**src/rtl/n2r_row_packer.sv**
```systemverilog
// n2r_row_packer: packs a narrow row-major element stream into full-width rows
// through a two-bank ping-pong row store, so one row can fill while the other drains.
// Optional build macro: N2R_PACK_ERRCHK_EN enables s_last framing checks on err.
// ROW must be at least 2 so that out_row_idx has a non-zero width.
module n2r_row_packer #(
  parameter  int WIDTH         = 16,
  parameter  int ROW           = 256,
  parameter  int COL           = 64,
  parameter  int IN_ELEMS      = 4,
  localparam int BEATS_PER_ROW = COL / IN_ELEMS
) (
  input  logic                      clk,
  input  logic                      rst_n,
  input  logic                      start,
  input  logic                      s_valid,
  output logic                      s_ready,
  input  logic [WIDTH*IN_ELEMS-1:0] s_data,
  input  logic                      s_last,
  output logic                      out_valid,
  input  logic                      out_ready,
  output logic [WIDTH*COL-1:0]      out_row,
  output logic [$clog2(ROW)-1:0]    out_row_idx,
  output logic                      busy,
  output logic                      frame_done,
  output logic                      err
);

  localparam int BCW = (BEATS_PER_ROW > 1) ? $clog2(BEATS_PER_ROW) : 1;
  localparam int IW  = $clog2(ROW);
  localparam int BEAT_BITS = WIDTH * IN_ELEMS;

  typedef enum logic [1:0] {
    IDLE,
    PACK,
    FLUSH,
    DONE
  } state_t;

  state_t state;
  state_t state_next;

  logic [WIDTH*COL-1:0] bank [2];
  logic [1:0]           full;
  logic                 wp;
  logic                 rp;
  logic [BCW-1:0]       bcnt;
  logic [IW-1:0]        rin;
  logic [IW-1:0]        row_idx;

  logic       accept;
  logic       drain;
  logic       row_end;
  logic       last_beat;
  logic       frame_end;
  logic       arm;
  logic [1:0] drain_mask;

  // Handshake decode and status outputs
  always_comb begin
    s_ready     = (state == PACK) && !full[wp];
    accept      = s_valid && s_ready;
    drain       = full[rp] && out_ready;
    row_end     = accept && (bcnt == BCW'(BEATS_PER_ROW - 1));
    last_beat   = (bcnt == BCW'(BEATS_PER_ROW - 1)) && (rin == IW'(ROW - 1));
    frame_end   = accept && last_beat;
    arm         = (state == IDLE) && start;
    drain_mask  = '0;
    drain_mask[rp] = drain;
    out_valid   = full[rp];
    out_row     = bank[rp];
    out_row_idx = row_idx;
    busy        = (state != IDLE);
    frame_done  = (state == DONE);
  end

  // State register
  always_ff @(posedge clk or negedge rst_n) begin
    if (!rst_n) begin
      state <= IDLE;
    end else begin
      state <= state_next;
    end
  end

  // Next-state logic; FLUSH looks ahead at this cycle's drain so DONE lands
  // in the cycle immediately after the final row handoff
  always_comb begin
    state_next = state;
    unique case (state)
      IDLE:  if (start) state_next = PACK;
      PACK:  if (frame_end) state_next = FLUSH;
      FLUSH: if ((full & ~drain_mask) == 2'b00) state_next = DONE;
      DONE:  state_next = IDLE;
      default: state_next = IDLE;
    endcase
  end

  // Row store: beat writes into bank[wp], row handoff from bank[rp]
  always_ff @(posedge clk or negedge rst_n) begin
    if (!rst_n) begin
      bank[0] <= '0;
      bank[1] <= '0;
      full    <= '0;
      wp      <= 1'b0;
      rp      <= 1'b0;
      bcnt    <= '0;
      rin     <= '0;
      row_idx <= '0;
    end else if (arm) begin
      full    <= '0;
      wp      <= 1'b0;
      rp      <= 1'b0;
      bcnt    <= '0;
      rin     <= '0;
      row_idx <= '0;
    end else begin
      if (accept) begin
        for (int unsigned b = 0; b < BEATS_PER_ROW; b++) begin
          if (bcnt == BCW'(b)) begin
            bank[wp][WIDTH*COL-1-b*BEAT_BITS -: BEAT_BITS] <= s_data;
          end
        end
        if (row_end) begin
          full[wp] <= 1'b1;
          wp       <= ~wp;
          bcnt     <= '0;
          rin      <= rin + 1'b1;
        end else begin
          bcnt     <= bcnt + 1'b1;
        end
      end
      if (drain) begin
        full[rp] <= 1'b0;
        rp       <= ~rp;
        row_idx  <= (row_idx == IW'(ROW - 1)) ? '0 : row_idx + 1'b1;
      end
    end
  end

`ifdef N2R_PACK_ERRCHK_EN
  // Sticky framing error: s_last must be set on exactly the final beat
  always_ff @(posedge clk or negedge rst_n) begin
    if (!rst_n) begin
      err <= 1'b0;
    end else if (accept && (s_last != last_beat)) begin
      err <= 1'b1;
    end
  end
`else
  logic unused_s_last;
  assign unused_s_last = s_last;
  assign err = 1'b0;
`endif

endmodule

```
**config.mk**
```make
export PLATFORM = sky130hd
export DESIGN_NAME = n2r_row_packer
export DESIGN_NICKNAME = d
export VERILOG_FILES = /design/src/rtl/n2r_row_packer.sv
export SDC_FILE = /design/constraint.sdc
export NUM_CORES = 2
export LEC_CHECK = 0
export ABC_AREA = 1
export ABC_CLOCK_PERIOD_IN_PS = 4500
export BUFFER_PORTS_ARGS = -buffer_cell sky130_fd_sc_hd__buf_2
export CORE_MARGIN = 1.5
export CORE_UTILIZATION = 30
export CTS_BUF_LIST = sky130_fd_sc_hd__clkbuf_8
export CTS_CLUSTER_DIAMETER = 120
export DETAILED_ROUTE_END_ITERATION = 6
export SLEW_MARGIN = 20
export SYNTH_ARGS = -nofsm -noshare
export SYNTH_HDL_FRONTEND = slang
export SYNTH_SLANG_ARGS = --single-unit
```
**constraint.sdc**
```tcl
create_clock -name clk -period 4.5 [get_ports clk]
set_clock_uncertainty 0.1 [all_clocks]
set_input_delay 0.675 -clock clk [delete_from_list [all_inputs] [get_ports clk]]
set_output_delay 0.675 -clock clk [all_outputs]
set_load 0.005 [all_outputs]
```
==> metrics.md <==
| Metric | Value |
|---|---|
| TritonCTS Sinks | 2074 |
| Dpl cell area | about 96000 um^2 |
| TritonCTS buffer count | 364 |
| TritonRoute pass-1 iters | 6 |
| R2R depth | 8 |
| Reg2Reg Launch Point | state[1]$_DFFE_PN0P_ |
| Min-Delay Path Class | in -> reg |
| Synth top cells by count | nand2_1 (5178), dfrtp_1 (2074), o21ai_1 (1112) |
| Vias | about 72k |
| Lkg Pwr | approximately 54 nW |
| Final ANT Viol Nets | 0 |
| Most common cell on crit path | nand2_1 |
| MaxCap Viol Count | 0 |
| Flop2flop setup slack | a little over 1 ns |
| Final Setup Violations | 0 |
| Die width | around 540 um |
| Share of cells above drive strength 1 | 0.165 |
| Post-synth EDFFs | 0 |
| Clock Tree Root | clkbuf_8 |
| Peak supply drop | ~280 uV |
| Worst path slowest cell | dfrtp_4 |
| Ys Warns | 0 |
| Hold Path Depth | 4 |
| Part of the Yosys area used for sequential elements | 0.592 |
| Tcrit/Tclk final | 0.877 |
| Initial Utilization | 0.302 |
| Top post-synthesis cells by area | dfrtp_1 (59%), nand2_1 (22%), o21ai_1 (6.3%) |
| Largest net degree at the start of global routing | slightly below 200 |
| RSZ-0062 raised after global routing | no |
| First-pass GRT wire length | between 400000 and 500000 um |
| DR iter-0 viols | roughly 6.1k |
| Yosys cell types | 30 |
| Vias in the first global route | 67.7k |
| Crit-path max FO | between 60 and 70 |
| Crit path DAT | ~3.2 ns |
| Count leader, synth | nand2_1 |
| Min setup slack post-route | 0.553 ns |
| Max H-tree Level | 5 |
| Synthesized flop and latch total | around 2.1k |
| Post-CTS resize count | 0 |
| Delay-heaviest family, CP | buffers and inverters |
| Synth Instances | 10.4k |
| Clk_lat worst skew | a little under 1 ns |
| Worst Setup Start Kind | flop |
| Synth area leader | dfrtp_1 |
| DRC | 0 |
| Synth Cell Area | 87700 um^2 |
| Via/cell ratio | approximately 4.7 |
| Detailed placer's ending HPWL | approximately 200000 um |
| Hold Path End | bank[871]$_DFFE_PN0P_ |
| Critical Path End Type | output port |
| Most common flop cell mapped by yosys | dfrtp_1 |
| Pwr Total | ~0.045 W |
| Final-report max-slew violation count | 0 |
| Area Overhead vs Synth | 18.0% |
| CTS tree | done |
| Largest stage delay, worst path | about 0.61 ns |
| Worst Tran Pin Value | roughly 1.2 ns |
| Worst Hold Launch | s_data[39] |
| Avg Cell Area, Syn | between 8 and 9 um^2 |
| GPL Wtd Cong | about 0.80 |
| Status | finished, final reports clean |
| Final nets | 11.3k |
| Remaining global-route overflow | 0 |
| Post-synth ARST share | 1.00 |
| Core ar. | 291000 um^2 |
| Crit-path cells | inv_8, buf_4, nand2_1, nand2_1, buf_2 |
| Initial antenna violation count | 12 |
| Gr usage total | 0.205 |
| Setup CP Type | reg -> out |
| Clock buffer depth | 4 |
| WHS | approximately 0.16 ns |
| I/O pins | between 1k and 1.5k |
| Die area | a little under 300000 um^2 |
| Post-Route WL | just over 300000 um |
| Final Instance Area | 103000 um^2 |
| Clock slew at reported path FFs | approximately 0.060 ns |
| Chip Height | approximately 540 um |
| Routed wire per std cell | 20.1 um |
| FF-to-FF End | bank[1261]$_DFFE_PN0P_ |
| Fmax | ~250 MHz |
| Pre-CTS setup slack | 1.00 ns |
| Setup TNS | 0 ns |
| Max transition margin | 0.206 |
| Buf/Inv on CP | 3 |
| Final hold violation count | 0 |
| Pwr dens | ~430 nW/um^2 |
| Post-Syn Nets | approximately 10k |
| Crit path time final | between 3 and 4 ns |
| Buffers on Ports | 1104 |
| Area share of the largest cell type after synthesis | 0.592 |
| CP required | around 3.7 ns |
| Rows | between 150 and 200 |
## flip-flops by register name (all words and copies together) (netlist names)
signal,count
bank,2048
rin,8
bcnt,4
state,2
wp,1
full,2
out_row_idx,8
rp,1
## worst max path at each step
stage          depth (start not counted)                     end                  from
6_report                               5            out_row[799]        rp$_DFFE_PN0P_
2_1_floorplan                          6            out_row[652]        rp$_DFFE_PN0P_
4_1_cts                                5            out_row[113]        rp$_DFFE_PN0P_
3_3_place_gp                           7  bank[1265]$_DFFE_PN0P_               s_valid
3_5_place_dp                           8  bank[1265]$_DFFE_PN0P_  state[1]$_DFFE_PN0P_
5_1_grt                                5            out_row[482]        rp$_DFFE_PN0P_
## worst register-to-register path: cells and delay by family (launching register included)
kind,cells,cell delay (ns)
adders and majority gates,1,0.25
and+or+nand+nor,4,1.75
DFF,1,0.43
AOI/OAI and AO/OA,1,0.08
buffers and inverters,2,0.68
## routing by layer
metal / part of all wire / global-route usage
met2: 0.44 / 0.314
met5: 0.000042 / 0
met3: 0.085 / 0.0565
met1: 0.44 / 0.274
met4: 0.038 / 0.0785
## kinds of logic after synthesis
| kind of cell | synth area share |
|---|---|
| flops | 0.592 |
| compound gates | 0.119 |
| buf+inv | 0.0590 |
| simple gates | 0.229 |
| xor+xnor | 0.000200 |
| fa+ha+maj | 0.00157 |
| other cells | 0.0000428 |
## report_power, final
part / switching [W] / internal [W] / leakage [nW]
clock network: 0.00815 / 0.00942 / 4.20
logic: 0.00409 / 0.00225 / 21.5
registers: 0.000809 / 0.0202 / 28.7
## stage by stage
stage / utilization / instances
6_report: 0.356 / 15400
4_1_cts: 0.356 / 15400
3_5_place_dp: 0.330 / 14800
5_1_grt: 0.356 / 15400
2_1_floorplan: - / 10400
3_3_place_gp: 0.330 / 14800
## cell usage in the layout (no fill, tap or decap), types with 19 or more instances in the layout
cell and count:
buf_4 182, nand3_4 30, buf_12 50, nor2_1 34, dlygate4sd3_1 19, o21ai_0 951
clkinv_2 32, clkbuf_8 458, o21ai_1 1112, nand3_1 20, nand2_1 5176, dfrtp_1 2073
inv_1 197, buf_2 1103
## layout make-up
type                    instances  area (um^2)
fillers                     30800       187000
well taps                    3900         4880
repair buffers               1354         8080
inverters                      99          382
diodes                         11         27.5
clock buffers                 458         6300
multi-input cells            7367        30900
clock inverters               173         1020
flip-flops and latches       2074        51900
## repair_timing
action,4_1_cts,5_1_grt
buffers inserted,0,0
endpoints found under the hold margin,150,0
hold buffers,19,0
(Power assumes the default switching activity.)
